<file path="config.mk">
export PLATFORM = sky130hd
export DESIGN_NAME = db15_serial_rx
export DESIGN_NICKNAME = d
export VERILOG_FILES = /design/src/rtl/db15_serial_rx.sv
export SDC_FILE = /design/constraint.sdc
export NUM_CORES = 1
export LEC_CHECK = 0
export CAP_MARGIN = 20
export CORE_MARGIN = 2
export CORE_UTILIZATION = 25
export DETAILED_ROUTE_END_ITERATION = 12
export GPL_ROUTABILITY_DRIVEN = 1
export PLACE_DENSITY = 0.52
export REMOVE_ABC_BUFFERS = 1
export SETUP_SLACK_MARGIN = 0.1
export SYNTH_ARGS = -nofsm -noshare
export SYNTH_HDL_FRONTEND = slang
export SYNTH_SLANG_ARGS = --single-unit
</file>
<file path="constraint.sdc">
create_clock -name CLK -period 2.9 [get_ports CLK]
set_clock_uncertainty 0.15 [all_clocks]
set_input_delay 0.58 -clock CLK [delete_from_list [all_inputs] [get_ports CLK]]
set_output_delay 0.58 -clock CLK [all_outputs]
set_load 0.03 [all_outputs]
</file>
<file path="src/rtl/db15_serial_rx.sv">
// db15_serial_rx
//   Reads the DB15 user-port joystick adapter. Each frame pulses the
//   adapter's parallel load, clocks 32 bits out of its shift-register chain,
//   and presents two active-high 16-bit joystick words, then idles for a gap.
//
//   Parameters:
//     CLK_DIV    system clocks per bit-tick (4..255)
//     GAP_TICKS  idle ticks between frames (1..255)
//
//   Ports:
//     CLK         system clock
//     RESET       asynchronous, active-high reset
//     JOY_DATA    serial data from the adapter (active-low buttons, async)
//     JOY_CLK     shift clock to the adapter
//     JOY_LOAD    parallel load to the adapter, active-low
//     joystick1   player 1 buttons, active-high (LS FEDCBA UDLR, bit 11..0)
//     joystick2   player 2 buttons, active-high, same order
//     frame_done  one-CLK pulse when a frame completes
//
//   Build option:
//     DB15_DEBOUNCE_EN  when defined, a frame is committed to the outputs
//                       only if it matches the previous frame's raw word.

module db15_serial_rx #(
    parameter int CLK_DIV   = 8,
    parameter int GAP_TICKS = 16
) (
    input  logic        CLK,
    input  logic        RESET,
    input  logic        JOY_DATA,
    output logic        JOY_CLK,
    output logic        JOY_LOAD,
    output logic [15:0] joystick1,
    output logic [15:0] joystick2,
    output logic        frame_done
);

    localparam logic [7:0] DIV_LAST = 8'(CLK_DIV - 1);
    localparam logic [7:0] GAP_LAST = 8'(GAP_TICKS - 1);

    typedef enum logic [2:0] {
        S_LOAD,
        S_SHIFT_LO,
        S_SHIFT_HI,
        S_DONE,
        S_GAP
    } state_t;

    state_t      state;
    logic [7:0]  div_cnt;
    logic        tick;
    logic [1:0]  sync_ff;
    logic        sdata;
    logic [4:0]  bit_cnt;
    logic [31:0] raw;
    logic [7:0]  gap_cnt;
`ifdef DB15_DEBOUNCE_EN
    logic [31:0] prev_raw;
`endif

    assign tick  = (div_cnt == DIV_LAST);
    assign sdata = sync_ff[1];

    // JOY_DATA is asynchronous to CLK; idle level of the line is 1.
    always_ff @(posedge CLK or posedge RESET) begin
        if (RESET) begin
            sync_ff <= 2'b11;
        end else begin
            sync_ff <= {sync_ff[0], JOY_DATA};
        end
    end

    always_ff @(posedge CLK or posedge RESET) begin
        if (RESET) begin
            state      <= S_LOAD;
            div_cnt    <= '0;
            bit_cnt    <= '0;
            raw        <= '1;
            gap_cnt    <= '0;
            joystick1  <= '0;
            joystick2  <= '0;
            JOY_LOAD   <= 1'b1;
            JOY_CLK    <= 1'b0;
            frame_done <= 1'b0;
`ifdef DB15_DEBOUNCE_EN
            prev_raw   <= '1;
`endif
        end else begin
            // Adapter pins are registered copies of the state, one CLK
            // behind it; every phase therefore keeps its full length and
            // the data sample lands CLK_DIV-1 cycles after JOY_CLK falls.
            JOY_LOAD   <= (state != S_LOAD);
            JOY_CLK    <= (state == S_SHIFT_HI);
            frame_done <= (state == S_DONE);

            // DONE is a single CLK outside the tick grid, so the divider
            // pauses there.
            if (state != S_DONE) begin
                div_cnt <= tick ? 8'd0 : div_cnt + 8'd1;
            end

            case (state)
                S_LOAD: begin
                    if (tick) begin
                        bit_cnt <= '0;
                        state   <= S_SHIFT_LO;
                    end
                end
                S_SHIFT_LO: begin
                    if (tick) begin
                        raw[bit_cnt] <= sdata;
                        state        <= S_SHIFT_HI;
                    end
                end
                S_SHIFT_HI: begin
                    if (tick) begin
                        if (bit_cnt == 5'd31) begin
                            state <= S_DONE;
                        end else begin
                            bit_cnt <= bit_cnt + 5'd1;
                            state   <= S_SHIFT_LO;
                        end
                    end
                end
                S_DONE: begin
`ifdef DB15_DEBOUNCE_EN
                    if (raw == prev_raw) begin
                        joystick1 <= ~raw[15:0];
                        joystick2 <= ~raw[31:16];
                    end
                    prev_raw <= raw;
`else
                    joystick1 <= ~raw[15:0];
                    joystick2 <= ~raw[31:16];
`endif
                    gap_cnt <= '0;
                    state   <= S_GAP;
                end
                S_GAP: begin
                    if (tick) begin
                        if (gap_cnt == GAP_LAST) begin
                            state <= S_LOAD;
                        end else begin
                            gap_cnt <= gap_cnt + 8'd1;
                        end
                    end
                end
                default: state <= S_LOAD;
            endcase
        end
    end

endmodule

</file>
==> qor.log, run 1 <==
INFO  power_and_ir_drop power_frac_clock=48.9%
INFO  place          cell_area_placed=4700um2
INFO  cells_and_area fin_nets=404
INFO  min_path       whs_endpoint=sync_ff[1]
INFO  min_path       worstHoldStart=sync_ff[0]
INFO  cells_and_area area_growth_syn_to_layout=20.0%
INFO  timing         slew_headroom=60.8%
INFO  timing         tightestPinTransition=0.587ns
INFO  place          dp.final_hpwl=5.42mm
INFO  route          drt.antenna.violating_nets=0
INFO  timing         slew_viol_final=0
INFO  cells_and_area final_layout_size_suffix_gt1_share=17.5%
INFO  synthesis      ys_top_cells_by_count=dfrtp_1, nand2_1, nand3_1, o21ai_0, dfstp_2
INFO  power_and_ir_drop power_density=525nW/um2
INFO  grt            maximum_number_of_pins_on_one_net_before_global_route_repair=69
INFO  power_and_ir_drop switching_share=19.6%
INFO  cells_and_area fin_area=5030um2
INFO  timing         share_of_the_clock_period_used_by_the_worst_path=80.3%
INFO  floorplanning  floorplan.die_area=17800um2
INFO  synthesis      synth_enable_flop_cells=0
INFO  power_and_ir_drop power.switching=518uW
INFO  route          first_iter_violations=132
INFO  synthesis      synth.yosys.seq_area_share=56.6%
INFO  critical_path  worstReg2RegStart=bit_cnt[0]
INFO  power_and_ir_drop share_of_total_power_in_sequential_cells=49.7%
INFO  clocking       cts.htree.levels=3
INFO  synthesis      netlist-cell-type-count=52
INFO  route          wl=8.26mm
INFO  timing         timing.fmax=430MHz
INFO  synthesis      synth_ff_type=dfrtp_1
INFO  place          port_buffer_cells=37
INFO  synthesis      synthCells=369
INFO  route          via_per_inst=4.43
INFO  critical_path  criticalPathCategory=reg2reg
INFO  power_and_ir_drop ir_worst_vdd=258uV
INFO  synthesis      synthDominantCellAreaShare=34.6%
INFO  grt            grt_antenna_before_repair=0
INFO  floorplanning  initial_utilization=25.5%
INFO  min_path       whs_path_depth=0
INFO  flow_run       max-cap-violations=0
INFO  critical_path  setup.worst_path.start_class=flop
INFO  floorplanning  die_height=134um
INFO  power_and_ir_drop internal_power=2.13mW
INFO  synthesis      yosys_register_bits=93
INFO  cells_and_area fin_util=30.6%
INFO  critical_path  critical_path_required=3.04ns
INFO  route          drt_pre_antenna_iters=4
INFO  route          drcViolationCount=0
INFO  synthesis      synth_top_cells_by_area=dfrtp_1, dfstp_2, mux2_1, nand3_1, o21ai_0
INFO  power_and_ir_drop combinational_fraction_of_design_power=1.4%
INFO  clocking       cts_tree=done
INFO  grt            first_pass_grt_wire_length=14.2mm
INFO  floorplanning  boundaryPins=38
INFO  synthesis      synth_area_leader_cell=dfrtp_1
INFO  power_and_ir_drop finalPower=2.64mW
INFO  place          gp_congestion=0.771
INFO  clocking       post_cts.resized_instances=0
INFO  timing         final_period_minus_worst_setup_slack=2.33ns
INFO  clocking       clock_sink_count=93
INFO  critical_path  critical_path_arrival=2.46ns
INFO  grt            grt_pass1_vias=2771
INFO  critical_path  r2r-end=bit_cnt[2]
INFO  critical_path  timing.reg2reg.worst_path_depth=8
INFO  grt            globalRouteTotalUtil=10.0%
INFO  timing         setup_viol_count_final=0
INFO  clocking       cts_hold_buffers=0
INFO  synthesis      syn-cell-area=4190um2
INFO  timing         rsz0062_at_grt=false
INFO  synthesis      yosysWarnings=0
INFO  synthesis      yosysMostFrequentCell=dfrtp_1
INFO  route          vias=2743
INFO  timing         number_of_hold_violations_in_the_final_report=0
INFO  clocking       tritoncts.num_buffers=9
INFO  floorplanning  core_region_area=16500um2
INFO  critical_path  crit_fanout=9
INFO  floorplanning  die_width=134um
INFO  route          avgRoutedWirePerCell=13.3um
INFO  outcome        run_status=completed
INFO  clocking       insertion_delay_to_the_later_sink_of_the_worst_skew_pair=0.34ns
INFO  clocking       post_cts_buffers=0
INFO  clocking       clock_tree.root_cell=clkbuf_16
INFO  timing         whs=0.209ns
INFO  clocking       path_clk_slew=0.07ns
INFO  power_and_ir_drop leakage=2.14nW
INFO  grt            grt_overflow=0
INFO  min_path       hold_class=reg2reg
INFO  floorplanning  rows=47
INFO  cells_and_area antennaDiodeCount=0
INFO  clocking       clk_path_buf_depth=2
INFO  critical_path  reg2reg_slack=0.57ns
INFO  critical_path  crit_path_end_kind=flop
INFO  synthesis      synth_area_per_cell=11.4um2
INFO  synthesis      asyncSetResetFlopFracSynth=100%
## registers in the layout, summed over array words and instances (netlist names)
name,flops
bit_cnt,5
joystick1,16
state,3
joystick2,16
JOY_CLK,1
raw,32
JOY_LOAD,1
gap_cnt,8
sync_ff,2
frame_done,1
div_cnt,8
## critical path: stages (launching register included)
cell	delay, ns
dfrtp_1	0.45
ha_1	0.38
inv_1	0.15
nor2_1	0.06
ha_1	0.26
nor3_1	0.27
nand3_1	0.15
o31ai_1	0.25
a22o_1	0.16
## worst max-delay path by stage
stage,cells after the start,endpoint,slack [ns],start
floorplan,1,JOY_CLK,-0.19,RESET
global placement,8,bit_cnt[2],0.63,bit_cnt[0]
detailed placement,8,bit_cnt[2],0.59,bit_cnt[0]
CTS,8,bit_cnt[2],0.60,bit_cnt[0]
global route,8,bit_cnt[2],0.41,bit_cnt[0]
finish,8,bit_cnt[2],0.57,bit_cnt[0]
## layout by cell type (no fill, tap or decap), types with 2 or more instances in the layout
cell type	count
nand4_1	6
a221o_1	2
nor4_1	2
buf_12	2
mux2_1	26
nand3_1	38
o31ai_1	3
mux2i_1	2
and3_1	5
nand2b_1	2
xnor2_1	2
dfstp_2	35
o22ai_1	2
nand2_1	47
ha_1	7
o21ai_0	37
clkdlybuf4s50_1	37
or3_1	2
xor2_1	4
buf_4	2
dfrtp_1	58
inv_1	7
nor3b_1	3
bufinv_16	2
a22o_1	4
mux2_2	8
nand3b_1	2
and3b_1	2
clkbuf_16	10
nor2_1	10
clkbuf_1	3
nor3_1	7
## per-stage QoR
step	setup TNS [ns]	setup WS (ns)	instances
global route	0	0.410	619
detailed placement	0	0.593	603
finish	0	0.573	619
floorplan	-11.16	-0.192	342
global placement	0	0.627	603
CTS	0	0.597	619
## power groups by stage
stage	Combinational, mW	Clock (mW)	Sequential, mW
2_1_floorplan	0.0204	0	1.33
3_3_place_gp	0.0386	0	1.34
3_5_place_dp	0.0395	0	1.34
4_1_cts	0.0395	1.34	1.31
5_1_grt	0.0435	1.39	1.31
6_report	0.0365	1.29	1.31
## routing by layer
| metal | share of wire (%) | wire length, um | vias up | global-route usage (%) |
|---|---|---|---|---|
| met2 | 46 | 3820 | 32 | 15.9 |
| met1 | 49 | 4020 | 1350 | 13.0 |
| met4 | 1.6 | 134 | 0 | 3.72 |
| li1 | - | - | 1351 | - |
| met3 | 3.5 | 290 | 10 | 3.04 |
| met5 | 0 | 0 | - | 0 |
## logic make-up after synthesis
kind of cell,after synthesis,share of synthesized area [%]
buf+inv,35,5.31
flops,93,56.6
mux,36,9.61
xor+xnor,6,1.25
simple gates,136,16.8
compound gates,56,8.39
fa+ha+maj,7,2.09
## layout make-up
class                   instances  area (um2)
clock inverters                 3        68.8
repair buffers                 41         425
flip-flops and latches         93        2370
clock buffers                  13         262
well taps                     220         275
fillers                      1699       11400
multi-input cells             241        1600
inverters                       8        31.3
Note: power is estimated with default switching activity, not from simulation.
==> run 2: changes to the inputs <==
--- a/config.mk
+++ b/config.mk
@@ -10,7 +10,7 @@
 export CORE_UTILIZATION = 25
 export DETAILED_ROUTE_END_ITERATION = 12
 export GPL_ROUTABILITY_DRIVEN = 1
-export PLACE_DENSITY = 0.52
+export PLACE_DENSITY = 0.5
 export REMOVE_ABC_BUFFERS = 1
 export SETUP_SLACK_MARGIN = 0.1
 export SYNTH_ARGS = -nofsm -noshare
==> constraint.sdc (replaced) <==
create_clock -name CLK -period 2.26 [get_ports CLK]
set_clock_uncertainty 0.15 [all_clocks]
set_input_delay 0.452 -clock CLK [delete_from_list [all_inputs] [get_ports CLK]]
set_output_delay 0.452 -clock CLK [all_outputs]
set_load 0.03 [all_outputs]
==> qor.log, run 2 (same netlist as run 1, synthesis figures left out) <==
INFO  floorplanning  core_region_area=16500um2 [unchanged]
INFO  cells_and_area most_common_cell_after_layout_fill_and_taps_aside=dfrtp_1
INFO  place          placedCellCount=608 [+0.83%]
INFO  clocking       post_cts_buffers=0 [unchanged]
INFO  route          first_iter_violations=144 [+9.1%]
INFO  clocking       tritoncts.num_buffers=9 [unchanged]
INFO  critical_path  critical_path_required=2.37ns [-0.67 ns]
INFO  cells_and_area layout_top_registers=raw: 32 flops, joystick1: 16 flops, joystick2: 16 flops
INFO  timing         slew_viol_final=0 [unchanged]
INFO  route          via_per_inst=4.39 [-0.96%]
INFO  place          dp.final_hpwl=5.43mm [+0.13%]
INFO  clocking       clk_path_buf_depth=2 [unchanged]
INFO  critical_path  criticalPathCategory=reg2reg
INFO  critical_path  reg2reg_slack=0.21ns [-0.36 ns]
INFO  floorplanning  rows=47 [unchanged]
INFO  critical_path  setup.worst_path.start_class=flop
INFO  critical_path  crit_path_end_kind=flop
INFO  timing         timing.fmax=488MHz [+14%]
INFO  critical_path  worstReg2RegStart=div_cnt[1]
INFO  critical_path  timing.reg2reg.worst_path_depth=6 [-2]
INFO  power_and_ir_drop ir_worst_vdd=332uV [+29%]
INFO  grt            grt_pass1_vias=2847 [+2.7%]
INFO  route          drt_pre_antenna_iters=4 [unchanged]
INFO  power_and_ir_drop power_density=622nW/um2 [+18%]
INFO  clocking       insertion_delay_to_the_later_sink_of_the_worst_skew_pair=0.34ns [about the same]
INFO  cells_and_area final_instance_count_excl_fillers=625 [+0.97%]
INFO  min_path       whs_path_depth=0 [unchanged]
INFO  cells_and_area fin_nets=410 [+1.5%]
INFO  timing         rsz0062_at_grt=false
INFO  clocking       cts_hold_buffers=0 [unchanged]
INFO  place          port_buffer_cells=37 [unchanged]
INFO  grt            first_pass_grt_wire_length=14.5mm [+2.4%]
INFO  cells_and_area final_layout_size_suffix_gt1_share=20.7% [+3.2 points]
INFO  critical_path  r2r-end=raw[0]
INFO  timing         share_of_the_clock_period_used_by_the_worst_path=90.7% [+10 points]
INFO  route          drt.antenna.violating_nets=0 [unchanged]
INFO  critical_path  critical_path_arrival=2.16ns [-0.30 ns]
INFO  outcome        run_status=completed
INFO  route          wl=8.52mm [+3.2%]
INFO  min_path       whs_endpoint=sync_ff[1]
INFO  min_path       worstHoldStart=sync_ff[0]
INFO  grt            globalRouteTotalUtil=10.2% [+0.13 points]
INFO  floorplanning  floorplan.die_area=17800um2 [unchanged]
INFO  timing         tightestPinTransition=0.502ns [-0.0854 ns]
INFO  route          vias=2743 [unchanged]
INFO  route          avgRoutedWirePerCell=13.6um [+2.2%]
INFO  flow_run       max-cap-violations=0 [unchanged]
INFO  cells_and_area area_growth_syn_to_layout=21.2%
INFO  clocking       cts.htree.levels=3 [unchanged]
INFO  cells_and_area final_cell_mix=dfrtp_1, nand2_1, nand3_1
INFO  critical_path  crit_fanout=16 [+7]
INFO  cells_and_area flip_flop_count_of_the_largest_register_all_copies_and_words_added=32 [unchanged]
INFO  grt            maximum_number_of_pins_on_one_net_before_global_route_repair=94 [+36%]
INFO  grt            grt_overflow=0 [unchanged]
INFO  grt            grt_antenna_before_repair=0 [unchanged]
INFO  floorplanning  die_height=134um [unchanged]
INFO  timing         setup_viol_count_final=0 [unchanged]
INFO  power_and_ir_drop leakage=2.15nW [+0.48%]
INFO  clocking       cts_tree=done
INFO  floorplanning  initial_utilization=25.5% [unchanged]
INFO  floorplanning  boundaryPins=38 [unchanged]
INFO  cells_and_area antennaDiodeCount=0 [unchanged]
INFO  clocking       path_clk_slew=0.07ns [about the same]
INFO  floorplanning  die_width=134um [unchanged]
INFO  route          drcViolationCount=0 [unchanged]
INFO  place          gp_congestion=0.737 [-4.4%]
INFO  timing         number_of_hold_violations_in_the_final_report=0 [unchanged]
INFO  timing         slew_headroom=66.2% [+5.4 points]
INFO  min_path       hold_class=reg2reg
INFO  cells_and_area registers.top_by_ff_count=raw
INFO  clocking       clock_sink_count=93 [unchanged]
INFO  clocking       clock_tree.root_cell=clkbuf_16
INFO  cells_and_area fin_util=30.9% [+0.30 points]
INFO  timing         final_period_minus_worst_setup_slack=2.05ns [-0.278 ns]
==> run 2: cell count changes in the layout (fill, tap and decap cells not counted), sizes merged <==
cell	delta
buf	+5
clkbuf	-3
clkinvlp	+3
inv	+3
bufinv	-2
clkdlybuf4s50	-1
dlygate4sd2	+1
==> run 2: critical path, stage by stage, from the launching register on <==
cell       delay (ns)
dfrtp_1          0.43
ha_4             0.18
and4bb_4         0.28
and4b_2          0.32
clkbuf_16        0.19
nand3_1          0.09
mux2_1           0.33
==> run 2: report_power, final <==
part	internal (mW)	switching [mW]
Clock	0.763	0.674
Sequential	1.67	0.00886
Combinational	0.00893	0.0331
==> run 2: worst max-delay path by stage <==
stage | from | to | slack (ns) | cells past startpoint
detailed placement | div_cnt[0] | raw[29] | 0.19 | 6
floorplan | RESET | JOY_CLK | -0.70 | 1
CTS | div_cnt[0] | raw[22] | 0.18 | 6
global route | bit_cnt[0] | bit_cnt[2] | 0.11 | 8
global placement | div_cnt[0] | raw[22] | 0.22 | 6
finish | div_cnt[1] | raw[0] | 0.21 | 6
==> run 2: stage by stage <==
stage                     power [mW]  TNS (ns)  area (um2)  hold slack, ns  setup slack [ns]
after floorplan                 1.74    -53.55        4000           0.195            -0.704
after global placement          1.76         0        4750           0.201             0.218
after detailed placement        1.76         0        4750           0.197             0.190
after CTS                       3.22         0        5030           0.206             0.179
after global routing            3.31         0        5080           0.215             0.111
final                           3.16         0        5080           0.205             0.210
==> run 2: timing repair <==
item,CTS,global route
pin swaps,0,1
resized for setup,1,6
setup endpoints to repair,1,27
gates cloned,0,1
==> run 2: layout make-up <==
class,count,area (um2)
clock inverters,7,58.8
fillers,1690,11400
multi-input cells,241,1620
clock buffers,9,225
flip-flops and latches,93,2370
repair buffers,47,499
inverters,8,31.3
well taps,220,275
==> run 2: routing by layer <==
layer	share of wire [%]	global-route usage, %
met1	48	13.6
met2	48	16.0
met3	3.3	2.44
met4	1.2	3.78
met5	0	0
